**config.mk**
```make
export PLATFORM = sky130hd
export DESIGN_NAME = johnson_sequence_controller
export DESIGN_NICKNAME = d
export VERILOG_FILES = /design/src/rtl/johnson_sequence_controller_pkg.sv /design/src/rtl/johnson_sequence_controller_phase_decoder.sv /design/src/rtl/johnson_sequence_controller.sv
export SDC_FILE = /design/constraint.sdc
export NUM_CORES = 1
export LEC_CHECK = 0
export CORE_ASPECT_RATIO = 1.5
export CORE_MARGIN = 2
export CORE_UTILIZATION = 49
export DETAILED_ROUTE_END_ITERATION = 10
export GPL_ROUTABILITY_DRIVEN = 0
export PLACE_DENSITY_LB_ADDON = 0.05
export SYNTH_ARGS = -nofsm -noshare
export SYNTH_HDL_FRONTEND = slang
export SYNTH_SLANG_ARGS = --single-unit
```
**constraint.sdc**
```tcl
create_clock -name clk -period 4.8 [get_ports clk]
set_input_delay 0.72 -clock clk [delete_from_list [all_inputs] [get_ports clk]]
set_output_delay 0.72 -clock clk [all_outputs]
set_load 0.01 [all_outputs]
```
**src/rtl/johnson_sequence_controller_pkg.sv**
```systemverilog
// ---------------------------------------------------------------------------
// johnson_sequence_controller_pkg
//   Shared definitions for the Johnson ring sequencer:
//     - state_e      : controller states (IDLE / RUN / STEP)
//     - STATE_W      : width of the state encoding
//     - phase_width(): phase index width for a ring of a given length
// ---------------------------------------------------------------------------
package johnson_sequence_controller_pkg;

  localparam int STATE_W = 2;

  typedef enum logic [STATE_W-1:0] {
    ST_IDLE = 2'd0,
    ST_RUN  = 2'd1,
    ST_STEP = 2'd2
  } state_e;

  // A ring of `width` bits walks through 2*width codes.
  function automatic int phase_width(input int width);
    return $clog2(2 * width);
  endfunction

endpackage

```
**src/rtl/johnson_sequence_controller_phase_decoder.sv**
```systemverilog
// ---------------------------------------------------------------------------
// johnson_sequence_controller_phase_decoder
//   Purely combinational. Converts a Johnson ring value into its binary
//   phase index and reports whether the value is a legal Johnson code.
//
// Ports
//   q_i      in   WIDTH     ring value
//   phase_o  out  PHASE_W   phase index 0..2*WIDTH-1 (meaningless for illegal codes)
//   legal_o  out  1         1 when q_i is one of the 2*WIDTH legal codes
// ---------------------------------------------------------------------------
module johnson_sequence_controller_phase_decoder
  import johnson_sequence_controller_pkg::*;
#(
  parameter  int WIDTH   = 8,
  localparam int PHASE_W = phase_width(WIDTH)
) (
  input  logic [WIDTH-1:0]   q_i,
  output logic [PHASE_W-1:0] phase_o,
  output logic               legal_o
);

  logic [PHASE_W-1:0] ones;
  logic [WIDTH-1:0]   x;

  always_comb begin
    ones = '0;
    for (int i = 0; i < WIDTH; i++) begin
      ones = ones + PHASE_W'(q_i[i]);
    end

    // First half of the sequence fills with ones from the LSB (phase = ones);
    // second half drains them from the LSB (phase = 2W - ones).
    if (q_i[WIDTH-1]) begin
      phase_o = PHASE_W'(2 * WIDTH - int'(ones));
    end else begin
      phase_o = ones;
    end

    // Normalise to the "filling" half; a legal code is then a contiguous run
    // of ones anchored at bit 0, i.e. x is of the form 2^k - 1.
    x       = q_i[WIDTH-1] ? ~q_i : q_i;
    legal_o = ((x & (x + WIDTH'(1))) == '0);
  end

endmodule

```
**src/rtl/johnson_sequence_controller.sv**
```systemverilog
// ---------------------------------------------------------------------------
// johnson_sequence_controller
//   Owns an 8-bit (WIDTH) Johnson ring and sequences it under run/stop/step/
//   clear commands with a direction select. Decodes the ring to a phase
//   index, counts full revolutions, and optionally recovers from illegal
//   ring codes.
//
// Optional feature macro: JSC_ILLEGAL_RECOVERY_EN
//   defined     : an illegal ring code forces q to 0 and the FSM to IDLE on
//                 the next edge (above clear in priority); illegal_flag
//                 pulses for one cycle; rev_count is left unchanged.
//   not defined : no recovery; illegal_flag is constant 0.
//
// Ports
//   clk          in   1        rising-edge clock
//   reset        in   1        asynchronous active-low reset
//   clear        in   1        sync clear: q=0, rev_count=0, IDLE
//   start        in   1        IDLE -> RUN
//   stop         in   1        any state -> IDLE, suppresses advance
//   step         in   1        IDLE -> STEP (one advance, then IDLE)
//   dir          in   1        0 forward, 1 reverse; sampled on each advance
//   q            out  WIDTH    ring value
//   phase        out  PHASE_W  phase index, combinational from q
//   busy         out  1        state != IDLE
//   rev_count    out  REV_W    completed revolutions, wraps silently
//   rev_done     out  1        one-cycle pulse per revolution wrap
//   illegal_flag out  1        one-cycle pulse per illegal-code recovery
//   dbg_state_o  out  state_e  current FSM state, for observation only
//
// Commands are level-sampled on every rising edge with fixed priority
// clear > stop > start > step; there is no handshake, every sampled command
// takes effect on that edge.
// ---------------------------------------------------------------------------
module johnson_sequence_controller
  import johnson_sequence_controller_pkg::*;
#(
  parameter  int WIDTH   = 8,
  parameter  int REV_W   = 8,
  localparam int PHASE_W = phase_width(WIDTH)
) (
  input  logic               clk,
  input  logic               reset,
  input  logic               clear,
  input  logic               start,
  input  logic               stop,
  input  logic               step,
  input  logic               dir,
  output logic [WIDTH-1:0]   q,
  output logic [PHASE_W-1:0] phase,
  output logic               busy,
  output logic [REV_W-1:0]   rev_count,
  output logic               rev_done,
  output logic               illegal_flag,
  output state_e             dbg_state_o
);

  localparam logic [PHASE_W-1:0] PHASE_LAST = PHASE_W'(2 * WIDTH - 1);

  state_e             state_q, state_d;
  logic [WIDTH-1:0]   q_q, q_d;
  logic [REV_W-1:0]   rev_q, rev_d;
  logic               rev_done_q, rev_done_d;
  logic               illegal_q, illegal_d;

  logic [WIDTH-1:0]   q_fwd, q_rev;
  logic [PHASE_W-1:0] phase_cur;
  logic               legal;
  logic               wrap;
  logic               advance;

  johnson_sequence_controller_phase_decoder #(
    .WIDTH (WIDTH)
  ) u_phase_decoder (
    .q_i     (q_q),
    .phase_o (phase_cur),
    .legal_o (legal)
  );

  assign q_fwd = {q_q[WIDTH-2:0], ~q_q[WIDTH-1]};
  assign q_rev = {~q_q[0], q_q[WIDTH-1:1]};

  // A revolution completes when the advance crosses the 2W-1 <-> 0 seam.
  assign wrap = dir ? (phase_cur == '0) : (phase_cur == PHASE_LAST);

  always_comb begin
    state_d    = state_q;
    q_d        = q_q;
    rev_d      = rev_q;
    rev_done_d = 1'b0;
    illegal_d  = 1'b0;
    advance    = 1'b0;

    if (clear) begin
      state_d = ST_IDLE;
      q_d     = '0;
      rev_d   = '0;
    end else if (stop) begin
      state_d = ST_IDLE;
    end else begin
      case (state_q)
        ST_IDLE: begin
          if (start) begin
            state_d = ST_RUN;
          end else if (step) begin
            state_d = ST_STEP;
          end
        end
        ST_RUN: begin
          advance = 1'b1;
        end
        ST_STEP: begin
          advance = 1'b1;
          state_d = ST_IDLE;
        end
        default: begin
          state_d = ST_IDLE;
        end
      endcase
    end

    if (advance) begin
      q_d = dir ? q_rev : q_fwd;
      if (wrap) begin
        rev_d      = rev_q + REV_W'(1);
        rev_done_d = 1'b1;
      end
    end

`ifdef JSC_ILLEGAL_RECOVERY_EN
    // Recovery overrides every command, including clear, but keeps the
    // revolution count intact.
    if (!legal) begin
      state_d    = ST_IDLE;
      q_d        = '0;
      rev_d      = rev_q;
      rev_done_d = 1'b0;
      illegal_d  = 1'b1;
    end
`endif
  end

`ifndef JSC_ILLEGAL_RECOVERY_EN
  logic unused_legal;
  assign unused_legal = legal;
`endif

  always_ff @(posedge clk or negedge reset) begin
    if (!reset) begin
      state_q    <= ST_IDLE;
      q_q        <= '0;
      rev_q      <= '0;
      rev_done_q <= 1'b0;
      illegal_q  <= 1'b0;
    end else begin
      state_q    <= state_d;
      q_q        <= q_d;
      rev_q      <= rev_d;
      rev_done_q <= rev_done_d;
      illegal_q  <= illegal_d;
    end
  end

  assign q            = q_q;
  assign phase        = phase_cur;
  assign busy         = (state_q != ST_IDLE);
  assign rev_count    = rev_q;
  assign rev_done     = rev_done_q;
  assign illegal_flag = illegal_q;
  assign dbg_state_o  = state_q;

endmodule

```
; Word-level counts from Yosys, hierarchy flattened
; Index checks and enable logic that the tools add are counted.
[op_classes]
reduce_logical = 6
div_mod_pow = 0
shifts = 0
magnitude_cmp = 0
n_mux = 18
mul = 0
addsub = 9
eq_ne = 5
n_bitwise = 2
[ops]
columns = operator, count
row1 = $mux 8, 6
row2 = $add 4x1->4, 6
row3 = $add 8x1->8 const B, 1
row4 = $mux 2, 4
row5 = $mux 1, 6
row6 = $ne 5x5->1 const B, 1
row7 = $eq 4x4->1 const B, 1
row8 = $logic_not 4->1, 1
row9 = $mux 4, 1
row10 = $pmux 2 s2, 1
row11 = $reduce_bool 2->1, 2
row12 = $sub 1x4->4 const A, 1
row13 = $ne 3x3->1 const B, 1
row14 = $add 1x1->2, 1
row15 = $eq 2x1->1 const B, 1
row16 = $eq 2x2->1 const B, 1
row17 = $logic_not 2->1, 1
row18 = $not 1->1, 2
row19 = $reduce_and 2->1, 1
row20 = $reduce_or 2->1, 1
[word_totals]
rom_bits = 0
latch_bits = 0
word_cells = 44
output_inout_bits = 25
reg_bits = 19
memories = 0
input_bits = 7
mem_bits_rw = 0

; Longest topological paths before layout
[logic_depth]
word_depth = 13
depth_mapped = 16
ltp_nobuf = 15

; Modules after synthesis
; Synthesis repeated with hierarchy kept, for this count alone.
[unflattened]
hier_cells = 156
area_unflattened_um2 = 1403.8
[modules_own_cells]
columns = module, area_each_um2, seq_area_each_um2, instances, cells_per_inst
row1 = johnson_sequence_controller, 1042.2, 475.5, 1, 107
row2 = johnson_sequence_controller_phase_decoder, 361.6, 0.0, 1, 49

; Least setup slack after synthesis
; Ideal clock, no wire load.
[synth_path]
path_kind = register -> register
start = register q_q[0], in the netlist q[0]
end = register rev_q[4], in the netlist rev_count[4]
path_stages_with_launch = 17
arrival_time_ps = 4222
setup_ps = 78
slack_ps = 500
synth_period_minus_slack_ps = 4300
n_path_buf = 1
required_ps = 4722
cell_sequence = dfrtp_1 > ha_1 > inv_1 > fa_1 > fa_1 > fa_1 > inv_1 > fa_1 > inv_1 > ha_1 > nand2_1 > o21ai_0 > nor4_1 > mux2i_1 > buf_6 > or4_1 > a21oi_1
[synth_between]
elab_chain_len = 13
word_cells_on_any_way = 14
classes_between = add/sub: 8 / eq/ne: 1 / mux: 4 / reduce/logical: 1
[synth_rtl]
columns = item, line
row1 = from (decl), johnson_sequence_controller.sv:60  ; logic [WIDTH-1:0] q_q, q_d;
row2 = from (signal assigned), johnson_sequence_controller.sv:156  ; q_q <= q_d;
row3 = $add 1x1->2 *, johnson_sequence_controller_phase_decoder.sv:28  ; ones = ones + PHASE_W'(q_i[i]);
row4 = $add 4x1->4 * (6 in a row), johnson_sequence_controller_phase_decoder.sv:28
row5 = $sub 1x4->4, johnson_sequence_controller_phase_decoder.sv:34  ; phase_o = PHASE_W'(2 * WIDTH - int'(ones));
row6 = $mux 4 *, johnson_sequence_controller_phase_decoder.sv:33  ; if (q_i[WIDTH-1]) begin
row7 = named net phase[1], johnson_sequence_controller.sv:49  ; output logic [PHASE_W-1:0] phase,
row8 = $eq 4x4->1 / $logic_not 4->1 (equally long branches), johnson_sequence_controller.sv:83  ; assign wrap = dir ? (phase_cur == '0) : (phase_cur == PHASE_LAST);
row9 = $mux 1 *, johnson_sequence_controller.sv:83
row10 = $mux 8 *, johnson_sequence_controller.sv:123  ; if (wrap) begin
row11 = $mux 8 *, johnson_sequence_controller.sv:121  ; if (advance) begin
row12 = named net rev_d[4], johnson_sequence_controller.sv:61  ; logic [REV_W-1:0] rev_q, rev_d;
row13 = to (signal assigned), johnson_sequence_controller.sv:157  ; rev_q <= rev_d;
row14 = to (decl), johnson_sequence_controller.sv:61
; Mark *: on every way through the listed nets, which the timed path passes. The rest lies on a longest branch.
; A chain may end at the register's enable or synchronous reset.

; Worst setup path after layout
[layout_path]
start = register q_q[0], in the netlist q[0]
end = output phase[2]
[layout_between]
elab_chain_len = 9
[layout_rtl]
columns = item, line
row1 = $add 1x1->2 *, johnson_sequence_controller_phase_decoder.sv:28
row2 = $add 4x1->4 * (6 in a row), johnson_sequence_controller_phase_decoder.sv:28
row3 = $sub 1x4->4, johnson_sequence_controller_phase_decoder.sv:34
row4 = $mux 4 *, johnson_sequence_controller_phase_decoder.sv:33
row5 = to (decl), johnson_sequence_controller.sv:49
; Mark *: on every way between the ends. The rest lies on a longest branch, timed or not.

==> metrics.txt <==
Yosys reg bits 19; Post-synth EDFFs 0; final setup fails 0; part of the Yosys area used for sequential elements 36.9%; number of antenna violations at the first check in global routing 0; path class of the lowest-slack min-delay path reg -> reg; actual slew at the worst max-slew pin 880 ps; core occupancy in the finished layout 66.3%; final hold violation count 0; final worst clock skew 3.41 ps; maximum VDD drop 143 uV; RSZ-0062 raised after global routing false; top achievable clock speed 219 MHz; result of the run completed; Worst setup SP type flop; Root Buffer Master clkbuf_4; clock latency on the worst-skew pair slightly above 300 ps; final net count 192; top fanout value on the critical path 5; detail-routed via count per cell 5.75; Net Sw Frac 26.3%; via count of the first global-routing pass 1091; slowest library cell on the worst path fa_1; effective utilization at floorplan 52.1%; type of the worst setup path reg -> out; wire length per cell 14.1 um; layout overhead on the synthesized area 27.4%; most instantiated flip-flop cell in the synthesis netlist dfrtp_1; number of buffers inserted by port buffering 30; biggest cell delay along the critical path 490 ps; Synthesis Warnings 0; number of core rows 22; Routed WL 2780 um; Fill cells 220; clock period minus worst slack about 4600 ps; origin of the worst setup path q[0]; number of remaining DRC errors 0; Distinct cells, synth 34; number of antenna diodes 0; Critical Path Sink Type output pin; power share of the clock group between 20 and 30%; overflow left after global routing 0; chip width 45.9 um; number of violations reported at the end of detailed-routing iteration 0 42; gate count after technology mapping ~140; Logic pwr share around 14%; startpoint of the worst-slack reg-to-reg timing path q[0]; GR Util All Layers 20.4%; layout cells sized above 1 approximately 7%; maximum clock path buffer count 2; data arrival time of the critical path 3850 ps; Synth Cell Area roughly 1300 sq um; Synth Area per Inst ~9.1 sq um; clock tree from TritonCTS yes; internal power roughly 0.21 mW; post-route fraction of the period consumed by the critical path between 90% and 100%; total I/O pin count 32; power share of the sequential group 57.3%; vertical die dimension roughly 67 um; LEAKAGE about 0.74 nW; Rel. slew slack between 40 and 50%; die area 3070 sq um; pin count of the biggest net entering global routing 20; crit-path cells ha_1 -> inv_1 -> fa_1 -> fa_1 -> fa_1 -> inv_1 -> fa_1 -> inv_1 -> ha_1 -> and2b_1 -> xnor2_2 -> dlygate4sd2_1; vias post-DR 1132; family with the most delay on the worst path adder cells; count of max-cap constraint violations 0; CP Buf/Inv Count 4; TritonRoute pass-1 iters 4; clock buffers created by TritonCTS 3; most repeated library cell on the critical path fa_1; first-pass GRT wire length 4660 um; power per cell area 174 nW/um^2; worst path required time 4080 ps; hpwl dp 2120 um; Antenna Nets Post-Route 0; H-Tree Level Count 1; Post-Syn Nets 160; number of pins with negative max-slew slack in the final report 0; area of the core around 2500 sq um; Async S/R FF share, synth 100%; switching component of the power 0.0753 mW; hold path start rev_count[7]; hold-fix buffer count after cts 0; TNS Setup 0 ps; post-CTS clock slew at the launch and capture registers of the worst setup and hold paths 100 ps; number of clock sinks 19
## layout by cell type, fill, tap and decap left out, types with 2 or more instances in the layout
master and n:
inv_1 18, dlymetal6s2s_1 2, o31ai_1 3, clkdlybuf4s50_1 27, nor2_1 6, or4_1 3
xnor2_2 2, fa_1 4, or3_1 3, dfrtp_1 19, buf_4 2, nand3_1 4
a21oi_1 9, ha_1 7, mux2i_1 7, o21ai_0 15, clkbuf_4 3, nand2_1 18
## path summary, 6_finish.rpt
check | endpoint | slack (ps) | cells after the start
max | phase[2] | 230 | 12
min | rev_count[7] | 570 | 2
max reg2reg | rev_count[5] | 330 | 15
min reg2reg | rev_count[7] | 570 | 2
max in group asynchronous | rev_count[7] | 3360 | 1
min in group asynchronous | q[4] | 900 | 1
## through the flow
step	cells	setup WS (ps)	hold slack [ps]	cell area, sq um	power [mW]
global route	197	27.4	601	1640	0.296
global placement	191	321	538	1590	0.205
finish	197	233	570	1640	0.286
CTS	196	13.8	564	1620	0.285
detailed placement	191	218	546	1590	0.206
floorplan	142	500	424	1290	0.188
## worst min-delay path, cell delays in order (launching register included)
cell,delay [ps]
dfrtp_1,370
or3_1,110
a21oi_1,60
## layout make-up
| cell class | count | area [sq um] | area share [%] |
|---|---|---|---|
| clock buffers | 3 | 22.5 | 1.37 |
| clock inverters | 1 | 5.00 | 0.305 |
| inverters | 18 | 67.6 | 4.11 |
| well taps | 24 | 30.0 | 1.83 |
| repair buffers | 32 | 319 | 19.4 |
| flip-flops and latches | 19 | 475 | 28.9 |
| multi-input cells | 100 | 723 | 44.0 |
## layer usage
layer / routed length, um / vias to the layer above / GRT usage (%)
met4: 57 / 0 / 7.50
met2: 1440 / 34 / 37.5
met3: 110 / 6 / 1.63
met5: 0 / - / 0
li1: - / 545 / -
met1: 1170 / 547 / 23.2
## cell families (layout without fill, tap and decap cells)
kind of cell / Yosys count / in the layout / synth area share (%)
mux: 8 / 8 / 6.21
flops: 19 / 19 / 36.9
other cells: 1 / 1 / 0.291
buf+inv: 23 / 54 / 7.86
simple gates: 45 / 45 / 17.8
compound gates: 32 / 32 / 14.7
fa+ha+maj: 11 / 11 / 13.0
xor+xnor: 3 / 3 / 3.20
## timing repair
action,in CTS,in global routing
cloned,0,0
resized for setup,1,4
setup buffers,1,1
pin swaps,0,1
setup endpoints to repair,2,6
## flip-flops by register name (all words and copies together) (netlist names)
| signal | flops |
|---|---|
| dbg_state_o | 2 |
| q | 8 |
| rev_count | 8 |
| rev_done | 1 |
## power groups by stage
stage	registers, mW	logic [mW]	clock network [mW]
after detailed placement	0.167	0.0390	0
after global placement	0.167	0.0382	0
after global routing	0.164	0.0444	0.0876
final	0.164	0.0398	0.0823
after floorplan	0.167	0.0210	0
after CTS	0.164	0.0392	0.0820
## cell usage after synthesis, drive strengths merged (2+ instances only)
cell / count / share of area (%)
a21oi: 9 / 3.5
buf: 3 / 2.0
clkbuf: 2 / 0.58
dfrtp: 19 / 37
fa: 4 / 6.2
ha: 7 / 6.8
inv: 18 / 5.2
mux2i: 8 / 6.2
nand2: 18 / 5.2
nand3: 4 / 1.6
nor2: 6 / 1.7
nor4: 2 / 0.97
o21ai: 15 / 5.8
o31ai: 3 / 1.7
or3: 3 / 1.5
or4: 3 / 1.7
xnor2: 2 / 2.5
Power figures use the tool's default switching activity.
